`config.mk`:
```
export PLATFORM = sky130hd
export DESIGN_NAME = uart_io_ctrl
export DESIGN_NICKNAME = d
export VERILOG_FILES = /design/src/rtl/uart_io_ctrl.sv
export SDC_FILE = /design/constraint.sdc
export NUM_CORES = 1
export LEC_CHECK = 0
export CORE_ASPECT_RATIO = 1.25
export CORE_MARGIN = 2
export CORE_UTILIZATION = 55
export DETAILED_ROUTE_END_ITERATION = 8
export PLACE_DENSITY = 0.76
export SETUP_SLACK_MARGIN = 0.1
export SLEW_MARGIN = 0
export SYNTH_ARGS = -nofsm -noshare
export SYNTH_HDL_FRONTEND = slang
export SYNTH_SLANG_ARGS = --single-unit
```
`constraint.sdc`:
```
create_clock -name clk -period 11.85 [get_ports clk]
set_input_delay 3.555 -clock clk [delete_from_list [all_inputs] [get_ports clk]]
set_output_delay 3.555 -clock clk [all_outputs]
set_load 0.03 [all_outputs]
```
`src/rtl/uart_io_ctrl.sv`:
```
// Generic single-clock FIFO with first-word fall-through head and occupancy count.
// Latency: a push is visible at the head the cycle after the write edge.
// Backpressure: caller must only push when not full (or full with a pop in the same cycle).
module uart_io_fifo #(
    parameter int W     = 8,
    parameter int DEPTH = 16
) (
    input  logic                     clk,
    input  logic                     rst,
    input  logic                     push,
    input  logic [W-1:0]             push_dat,
    input  logic                     pop,
    output logic [W-1:0]             head_dat,
    output logic                     empty,
    output logic                     full,
    output logic [$clog2(DEPTH):0]   count
);
    localparam int AW = $clog2(DEPTH);
    localparam logic [AW:0] FULL_CNT = (AW+1)'(DEPTH);

    logic [W-1:0]  mem_q [DEPTH];
    logic [W-1:0]  mem_d [DEPTH];
    logic [AW-1:0] wr_ptr_q, wr_ptr_d;
    logic [AW-1:0] rd_ptr_q, rd_ptr_d;
    logic [AW:0]   count_q, count_d;

    always_comb begin
        mem_d    = mem_q;
        wr_ptr_d = wr_ptr_q;
        rd_ptr_d = rd_ptr_q;
        if (push) begin
            mem_d[wr_ptr_q] = push_dat;
            wr_ptr_d        = wr_ptr_q + 1'b1;
        end
        if (pop) begin
            rd_ptr_d = rd_ptr_q + 1'b1;
        end
        count_d = count_q + {{AW{1'b0}}, push} - {{AW{1'b0}}, pop};
    end

    always_ff @(posedge clk or posedge rst) begin
        if (rst) begin
            for (int i = 0; i < DEPTH; i++) begin
                mem_q[i] <= '0;
            end
            wr_ptr_q <= '0;
            rd_ptr_q <= '0;
            count_q  <= '0;
        end else begin
            mem_q    <= mem_d;
            wr_ptr_q <= wr_ptr_d;
            rd_ptr_q <= rd_ptr_d;
            count_q  <= count_d;
        end
    end

    assign empty = (count_q == '0);
    assign full  = (count_q == FULL_CNT);
    assign count = count_q;
    // Head reads as zero when empty so the core never sees stale bytes.
    assign head_dat = empty ? '0 : mem_q[rd_ptr_q];
endmodule

// Core-side byte buffering for uart_tx/uart_rx: TX FIFO feeding a start/busy handshake, RX FIFO fed by rx_ready edges.
// Latency: TX write at edge k -> tx_start high after edge k+1; RX capture edge -> rx_rvalid the next cycle.
// Backpressure: tx_wready drops when the TX FIFO is full; RX bytes arriving into a full FIFO are dropped and flagged.
module uart_io_ctrl #(
    parameter int TX_DEPTH = 16,
    parameter int RX_DEPTH = 16
) (
    input  logic                         clk,
    input  logic                         rst,
    input  logic [7:0]                   tx_wdata,
    input  logic                         tx_wvalid,
    output logic                         tx_wready,
    output logic [$clog2(TX_DEPTH):0]    tx_count,
    output logic [7:0]                   rx_rdata,
    output logic                         rx_rvalid,
    input  logic                         rx_rready,
    output logic [$clog2(RX_DEPTH):0]    rx_count,
    input  logic                         err_clr,
    output logic                         rx_overrun,
    output logic                         rx_ferr,
    output logic [7:0]                   txdata,
    output logic                         tx_start,
    input  logic                         tx_busy,
    input  logic [7:0]                   rdata,
    input  logic                         rx_ready,
    input  logic                         ferr
);
    localparam logic [1:0] ST_IDLE      = 2'd0;
    localparam logic [1:0] ST_START     = 2'd1;
    localparam logic [1:0] ST_WAIT_BUSY = 2'd2;
    localparam logic [1:0] ST_WAIT_DONE = 2'd3;

    logic       tx_push, tx_pop, tx_empty, tx_full;
    logic [7:0] tx_head;
    logic       rx_push, rx_pop, rx_empty, rx_full;

    logic [1:0] state_q, state_d;
    logic [7:0] txdata_q, txdata_d;
    logic       tx_start_q, tx_start_d;
    logic       rx_ready_q, rx_ready_d;
    logic       rx_overrun_q, rx_overrun_d;
    logic       rx_ferr_q, rx_ferr_d;
    logic       rx_cap, new_ferr, new_ovr;

    uart_io_fifo #(.W(8), .DEPTH(TX_DEPTH)) u_tx_fifo (
        .clk      (clk),
        .rst      (rst),
        .push     (tx_push),
        .push_dat (tx_wdata),
        .pop      (tx_pop),
        .head_dat (tx_head),
        .empty    (tx_empty),
        .full     (tx_full),
        .count    (tx_count)
    );

    uart_io_fifo #(.W(8), .DEPTH(RX_DEPTH)) u_rx_fifo (
        .clk      (clk),
        .rst      (rst),
        .push     (rx_push),
        .push_dat (rdata),
        .pop      (rx_pop),
        .head_dat (rx_rdata),
        .empty    (rx_empty),
        .full     (rx_full),
        .count    (rx_count)
    );

    assign tx_wready = ~tx_full;
    assign tx_push   = tx_wvalid & ~tx_full;

    // Launch only from IDLE with the serializer quiet, so a busy uart_tx after reset is respected.
    always_comb begin
        state_d    = state_q;
        txdata_d   = txdata_q;
        tx_start_d = 1'b0;
        tx_pop     = 1'b0;
        case (state_q)
            ST_IDLE: begin
                if (!tx_empty && !tx_busy) begin
                    tx_pop     = 1'b1;
                    txdata_d   = tx_head;
                    tx_start_d = 1'b1;
                    state_d    = ST_START;
                end
            end
            ST_START:     state_d = ST_WAIT_BUSY;
            ST_WAIT_BUSY: if (tx_busy)  state_d = ST_WAIT_DONE;
            ST_WAIT_DONE: if (!tx_busy) state_d = ST_IDLE;
            default:      state_d = ST_IDLE;
        endcase
    end

    assign rx_rvalid = ~rx_empty;
    assign rx_pop    = rx_rvalid & rx_rready;
    assign rx_cap    = rx_ready & ~rx_ready_q;

    always_comb begin
        rx_ready_d = rx_ready;
        rx_push    = 1'b0;
        new_ferr   = 1'b0;
        new_ovr    = 1'b0;
        if (rx_cap) begin
            if (ferr) begin
                new_ferr = 1'b1;
            end else if (rx_full && !rx_pop) begin
                new_ovr = 1'b1;
            end else begin
                rx_push = 1'b1;
            end
        end
        // A fresh error in the clearing cycle keeps the flag set.
        rx_ferr_d    = (rx_ferr_q    & ~err_clr) | new_ferr;
        rx_overrun_d = (rx_overrun_q & ~err_clr) | new_ovr;
    end

    always_ff @(posedge clk or posedge rst) begin
        if (rst) begin
            state_q      <= ST_IDLE;
            txdata_q     <= '0;
            tx_start_q   <= 1'b0;
            rx_ready_q   <= 1'b0;
            rx_overrun_q <= 1'b0;
            rx_ferr_q    <= 1'b0;
        end else begin
            state_q      <= state_d;
            txdata_q     <= txdata_d;
            tx_start_q   <= tx_start_d;
            rx_ready_q   <= rx_ready_d;
            rx_overrun_q <= rx_overrun_d;
            rx_ferr_q    <= rx_ferr_d;
        end
    end

    assign txdata     = txdata_q;
    assign tx_start   = tx_start_q;
    assign rx_overrun = rx_overrun_q;
    assign rx_ferr    = rx_ferr_q;
endmodule

```
==> metrics.md, run 1 <==
| Metric | Value |
|---|---|
| Hold Violations, Final | `0` |
| Mean instance size in the synthesized netlist | `15.6 sq um` |
| Post-synthesis cell area | `13800 sq um` |
| Global-route wire length before repair | `45100 microns` |
| FFs w/ async S/R, synth | `100%` |
| Number of global-route vias before repair | `8065` |
| Residual antenna-violating net count after detailed routing | `0` |
| Clock root cell | `sky130_fd_sc_hd__clkbuf_16` |
| Hold buffer count at CTS | `0` |
| Cell type of the slowest stage on the worst timing path | `sky130_fd_sc_hd__clkdlybuf4s50_1` |
| Final Cell Area | `15600 sq um` |
| Largest net degree at the start of global routing | `188` |
| Number of I/O port buffers | `54` |
| DRC violations left | `0` |
| Slew HR | `23.5%` |
| Most frequent standard cell in the layout excluding fill and tap cells | `sky130_fd_sc_hd__dfrtp_1` |
| Footprint of the multi-input gates | `6080 sq um` |
| Final hold slack | `0.498 ns` |
| Net count after synthesis | `939` |
| Initial Util | `56.3%` |
| Post-synth EDFFs | `0` |
| Global route overflow | `0` |
| Detail Route met3 WL | `750 microns` |
| Unique masters post-synth | `42` |
| Data required, critical path | `8.30 ns` |
| Area growth from synthesis to layout | `13.0%` |
| Number of antenna violations at the first check in global routing | `0` |
| GRT Resource Usage Total | `21.1%` |
| Count of filler cells inserted in the layout | `1823` |
| Clock period minus final worst setup slack | `6.76 ns` |
| N_diodes | `0` |
| Power density cells | `275 nW/um^2` |
| Synthesis-stage register bit count | `296` |
| Sequential-to-total area share from yosys stat | `53.6%` |
| Yosys top cell by area | `sky130_fd_sc_hd__dfrtp_1` |
| Clock transition at the register clock pins on the worst setup and hold paths after CTS | `0.06 ns` |
| Cell count after placement | `1220` |
| Number of cell rows | `64` |
| Cells after synthesis | `887` |
| Setup repair after global routing missed its margin | `no` |
| Clock sink count | `296` |
| Clock tree skew after final layout | `0.0149 ns` |
| M1 WL | `11200 microns` |
| Area of the placeable core | `24600 sq um` |
| Measured slew at the worst slew-check pin | `1.15 ns` |
| Post-layout net count | `974` |
| Kind of path behind the tightest hold check | `flop to flop` |
| Syn. warnings | `0` |
| Fin. max-slew vios | `0` |
| Highest attainable clock frequency | `148 MHz` |
| Max-cap violations | `0` |
| Layout Utilization | `63.6%` |
| Met2 WL post-DR | `14400 microns` |
| Overall power of the completed layout | `4.29 mW` |
| Setup crit end kind | `output pin` |
| Final HPWL DP | `17400 microns` |
| Most frequent cells in the layout | `294 x sky130_fd_sc_hd__dfrtp_1, 257 x sky130_fd_sc_hd__mux2_2, 64 x sky130_fd_sc_hd__mux4_2` |
| Inserted Clock Buffers | `30` |
| Critical Path Max Stage Delay | `0.61 ns` |
| Type of the worst setup path | `flop to output pin` |
| Total vias in the final route | `7425` |
| Area occupied by registers | `7410 sq um` |
| Sum Neg Setup Slack | `0 ns` |
| Clock tree from TritonCTS | `done` |
| Worst path cell trace | `buf_4 > mux4_2 > mux2i_1 > o22ai_1 > clkdlybuf4s50_1` |
| Clock latency of the later-clocked register in the worst-skew pair | `0.55 ns` |
| Result of the run | `finished clean` |
| Static leakage | `7.00 nW` |
| Critical Path Source Type | `flop` |
| Top FF cell, synth | `sky130_fd_sc_hd__dfrtp_1` |
| Post-placement cell area | `14600 sq um` |
| Gates resized, CTS repair | `0` |
| Area enclosed by the die boundary | `26400 sq um` |
| Final standard cell count with taps included and fillers excluded | `1275` |
| Number of buffers on the longest clock path | `3` |
| Total wirelength of the detailed-routed design | `26800 microns` |
| Main area contributors after synthesis | `sky130_fd_sc_hd__dfrtp_1 54%, sky130_fd_sc_hd__mux2_2 21%, sky130_fd_sc_hd__mux4_2 10%, sky130_fd_sc_hd__ha_1 2.4%, sky130_fd_sc_hd__mux2i_1 1.8%` |
| Pre-CTS setup slack | `5.40 ns` |
| Critical Path AT | `3.20 ns` |
| Peak supply drop | `0.177 mV` |
| Share of final-layout standard cells stronger than drive strength 1 | `43.7%` |
| Area fraction of the dominant cell type after synthesis | `53.6%` |
| Violation count after the first detailed-route iteration | `327` |
| Number of placed I/O pins | `55` |
| Routability Congestion | `0.712` |
| Ratio of final minimum period to clock period | `57.0%` |
| Number of iterations in the first detailed-routing pass | `4` |
| Number of vias per cell after detailed routing | `5.82` |
| Routed wire length per instance | `21.0 microns` |
| Uppermost layer routed | `met4` |
| Count of H-tree levels built during CTS | `1` |
| Die span in x | `146 microns` |
| Vertical die dimension | `181 microns` |
| Buffers inserted during post-CTS setup optimization | `0` |
| Crit Path Max Fanout | `27` |
| Final setup slack of the worst path | `5.09 ns` |
| Total of endpoints with negative setup slack in the final report | `0` |
report_power, final:
group	switching, mW	internal, mW
logic	0.708	0.877
clock network	0.379	0.595
registers	0.290	1.44
state kept, by name, indices dropped and copies added, names as in the netlist:
signal / flops
state_q: 2
u_tx_fifo.mem_q: 128
rx_overrun: 1
u_rx_fifo.mem_q: 128
u_rx_fifo.rd_ptr_q: 4
rx_ready_q: 1
tx_start: 1
u_rx_fifo.wr_ptr_q: 4
u_tx_fifo.wr_ptr_q: 4
u_tx_fifo.count: 5
rx_ferr: 1
u_tx_fifo.rd_ptr_q: 4
u_rx_fifo.count: 5
txdata: 8
final cells by class:
| cell class | count | share of cell area, % |
|---|---|---|
| Clock buffer | 44 | 5.60 |
| Clock inverter | 11 | 0.993 |
| Inverter | 25 | 0.648 |
| Multi-Input combinational cell | 509 | 38.9 |
| Sequential cell | 296 | 47.4 |
| Tap cell | 330 | 2.64 |
| Timing Repair Buffer | 60 | 3.83 |
routing by layer:
metal | GRT usage (%) | vias to the layer above
met2 | 38.8 | 106
met4 | 4.86 | 0
met1 | 26.8 | 3932
li1 | - | 3349
met3 | 2.65 | 38
met5 | 0 | -
Yosys cell counts (2+ instances only):
master,count
sky130_fd_sc_hd__a21oi_1,5
sky130_fd_sc_hd__a221oi_1,8
sky130_fd_sc_hd__buf_2,13
sky130_fd_sc_hd__nand3_4,9
sky130_fd_sc_hd__buf_1,12
sky130_fd_sc_hd__mux4_2,64
sky130_fd_sc_hd__nor2b_1,4
sky130_fd_sc_hd__and2_1,3
sky130_fd_sc_hd__xor2_1,6
sky130_fd_sc_hd__xnor2_1,14
sky130_fd_sc_hd__nor2_1,14
sky130_fd_sc_hd__ha_1,26
sky130_fd_sc_hd__mux2_2,257
sky130_fd_sc_hd__a21o_1,2
sky130_fd_sc_hd__nand3_2,15
sky130_fd_sc_hd__mux2_4,2
sky130_fd_sc_hd__nand2b_1,2
sky130_fd_sc_hd__o21ai_0,3
sky130_fd_sc_hd__nand4_4,2
sky130_fd_sc_hd__o22ai_1,17
sky130_fd_sc_hd__nor3b_1,2
sky130_fd_sc_hd__dfrtp_1,296
sky130_fd_sc_hd__mux2i_1,25
sky130_fd_sc_hd__nand4_2,4
sky130_fd_sc_hd__clkbuf_1,29
sky130_fd_sc_hd__inv_1,25
sky130_fd_sc_hd__nand4_1,6
sky130_fd_sc_hd__nand2_1,7
sky130_fd_sc_hd__fa_1,2
critical path: cells and delay by family (launching register included):
| kind | cells | cell delay [ns] |
|---|---|---|
| multiplexers | 2 | 0.83 |
| AO/OA/AOI/OAI | 1 | 0.13 |
| buffers and inverters | 2 | 1.15 |
| flip-flops | 1 | 0.53 |
final timing paths:
path	from	end	slack, ns	depth (start not counted)
max in group asynchronous	rst	u_tx_fifo.rd_ptr_q[2]	6.80	3
setup reg to reg	u_rx_fifo.count[2]	u_rx_fifo.count[4]	8.91	12
hold reg to reg	u_tx_fifo.mem_q[48]	u_tx_fifo.mem_q[48]	0.50	1
setup / recovery	u_rx_fifo.rd_ptr_q[0]	rx_rdata[1]	5.09	5
min in group asynchronous	rst	u_rx_fifo.mem_q[91]	3.54	2
hold / removal	u_tx_fifo.mem_q[48]	u_tx_fifo.mem_q[48]	0.50	1
cells by family (layout without fill, tap and decap cells):
kind of cell    count (synthesis)  count (layout)  synth area share (%)
simple gates                   75              75                  4.69
fa+ha+maj                      28              28                  2.64
compound gates                 38              38                  1.94
flops                         296             296                  53.6
mux                           348             348                  33.4
buf+inv                        82             140                  2.54
xor+xnor                       20              20                  1.27
(Power assumes the default switching activity.)
==> run 2, diff against run 1 <==
Clock period 11.85 ns to 5.45 ns, I/O delays scaled along.
==> run 2 against run 1 <==
Non-clock buffer count grew 7. Critical path type unchanged. Largest cell class unchanged. Wire length grew 3.3%. Sequential power grew 120%. Register-to-register slack lost 6.4 ns. Sequential share of layout area shrank 0.35 points. Highest routed layer unchanged. First-iteration DRC count grew 17%. Global-route usage grew 0.66 points. Hold slack gained 0.00054 ns. Clock power grew 120%. Cell area grew 0.74%.
==> metrics.md, run 2 (synthesized netlist as in run 1, its figures left out) <==
| Metric | Value |
|---|---|
| Data required, critical path | `3.82 ns` |
| Slew HR | `27.0%` |
| Initial Util | `56.3%` |
| Footprint of the multi-input gates | `6080 sq um` |
| Post-layout net count | `981` |
| Buffers inserted during post-CTS setup optimization | `0` |
| Share of final-layout standard cells stronger than drive strength 1 | `44.7%` |
| Number of cell rows | `64` |
| Switching power | `3.04 mW` |
| FF-to-FF setup slack | `2.55 ns` |
| Area enclosed by the die boundary | `26400 sq um` |
| Type of the worst setup path | `flop to output pin` |
| Static leakage | `7.05 nW` |
| Post-placement cell area | `14700 sq um` |
| Share of power burned in combinational logic | `36.4%` |
| Residual antenna-violating net count after detailed routing | `0` |
| Count of filler cells inserted in the layout | `1794` |
| Gates resized, CTS repair | `0` |
| Worst hold path stage count | `1` |
| Violation count after the first detailed-route iteration | `381` |
| Vertical die dimension | `181 microns` |
| Global route overflow | `0` |
| Layout Utilization | `64.0%` |
| Die span in x | `146 microns` |
| Result of the run | `finished clean` |
| Critical path launch point | `u_rx_fifo.rd_ptr_q[0]` |
| Hold buffer count at CTS | `0` |
| Overall power of the completed layout | `9.42 mW` |
| Clock share of power | `23.2%` |
| Area occupied by registers | `7410 sq um` |
| Total of endpoints with negative setup slack in the final report | `0` |
| Most frequent standard cell in the layout excluding fill and tap cells | `sky130_fd_sc_hd__dfrtp_1` |
| Number of iterations in the first detailed-routing pass | `5` |
| GRT Resource Usage Total | `21.8%` |
| Count of H-tree levels built during CTS | `1` |
| Largest net degree at the start of global routing | `97` |
| N_diodes | `0` |
| Power density cells | `598 nW/um^2` |
| Clock tree from TritonCTS | `done` |
| Number of I/O port buffers | `54` |
| Area growth from synthesis to layout | `13.8%` |
| Total vias in the final route | `7521` |
| Routed wire length per instance | `21.6 microns` |
| Most frequent cells in the layout | `294 x sky130_fd_sc_hd__dfrtp_1, 257 x sky130_fd_sc_hd__mux2_2, 64 x sky130_fd_sc_hd__mux4_2` |
| Fin. max-slew vios | `0` |
| Max-cap violations | `0` |
| Number of antenna violations at the first check in global routing | `0` |
| Clock latency of the later-clocked register in the worst-skew pair | `0.56 ns` |
| Critical Path AT | `3.11 ns` |
| Hold_sp | `u_tx_fifo.mem_q[50]` |
| Clock root cell | `sky130_fd_sc_hd__clkbuf_16` |
| Crit Path Max Fanout | `18` |
| Ratio of final minimum period to clock period | `87.1%` |
| Hold Violations, Final | `0` |
| DRC violations left | `0` |
| Clock tree skew after final layout | `0.0153 ns` |
| Inserted Clock Buffers | `30` |
| Clock sink count | `296` |
| P_int | `6.39 mW` |
| Kind of path behind the tightest hold check | `flop to flop` |
| Setup repair after global routing missed its margin | `no` |
| Register share of total power | `40.4%` |
| Worst hold path endpoint | `u_tx_fifo.mem_q[50]` |
| Critical Path Source Type | `flop` |
| Number of placed I/O pins | `55` |
| Total wirelength of the detailed-routed design | `27700 microns` |
| Number of global-route vias before repair | `8196` |
| Final Cell Area | `15700 sq um` |
| Switching Fraction | `32.2%` |
| Peak supply drop | `0.432 mV` |
| Setup crit end kind | `output pin` |
| Clock transition at the register clock pins on the worst setup and hold paths after CTS | `0.06 ns` |
| Area of the placeable core | `24600 sq um` |
| Worst r2r src | `u_rx_fifo.count[2]` |
| Highest attainable clock frequency | `211 MHz` |
| Routability Congestion | `0.752` |
| Global-route wire length before repair | `45900 microns` |
| Number of cells traversed by the worst register-to-register path | `12` |
| Clock period minus final worst setup slack | `4.75 ns` |
| Number of buffers on the longest clock path | `3` |
| Critical register-to-register path endpoint | `u_rx_fifo.count[4]` |
| Number of vias per cell after detailed routing | `5.86` |
| Final HPWL DP | `18500 microns` |
| Measured slew at the worst slew-check pin | `1.10 ns` |
## run 2: per-layer routing
layer | part of all wire [%] | GRT usage [%]
met5 | 0 | 0
met4 | 2.2 | 5.92
met3 | 2.9 | 2.42
met2 | 54 | 39.6
met1 | 41 | 27.8
## run 2: per-stage QoR
stage / setup slack [ns] / hold WS (ns) / TNS, ns / instances
4_1_cts: 0.630 / 0.502 / 0 / 1283
6_report: 0.702 / 0.499 / 0 / 1283
3_5_place_dp: 1.22 / 0.488 / 0 / 1227
2_1_floorplan: -0.116 / 0.474 / -34.37 / 887
3_3_place_gp: 1.25 / 0.482 / 0 / 1227
5_1_grt: 0.506 / 0.506 / 0 / 1283
## run 2: cell type report
type,count,area share (%)
flip-flops and latches,296,47.1
inverters,25,0.620
clock buffers,42,5.70
repair buffers,67,4.29
multi-input cells,509,38.6
clock inverters,14,1.11
well taps,330,2.62
## run 2: power by group through the flow
stage          logic, mW  clock network [mW]  registers (mW)
2_1_floorplan       2.72                   0            3.64
6_report            3.43                2.18            3.81
5_1_grt             3.72                2.32            3.93
4_1_cts             3.48                2.23            3.81
3_3_place_gp        3.35                   0            3.79
3_5_place_dp        3.45                   0            3.83
## run 2: how the worst max path moves through the flow
stage	end	depth (start not counted)
final	rx_rdata[2]	5
after CTS	rx_rdata[2]	5
after global routing	rx_rdata[2]	5
after global placement	rx_rdata[5]	5
after floorplan	rx_ferr	1
after detailed placement	u_rx_fifo.mem_q[53]	6
## run 2: worst max-delay path: stages, from the launching register on
cell                              delay, ns
sky130_fd_sc_hd__dfrtp_2               0.72
sky130_fd_sc_hd__buf_4                 0.32
sky130_fd_sc_hd__mux4_2                0.55
sky130_fd_sc_hd__mux2i_1               0.22
sky130_fd_sc_hd__o22ai_1               0.13
sky130_fd_sc_hd__clkdlybuf4s50_1       0.61
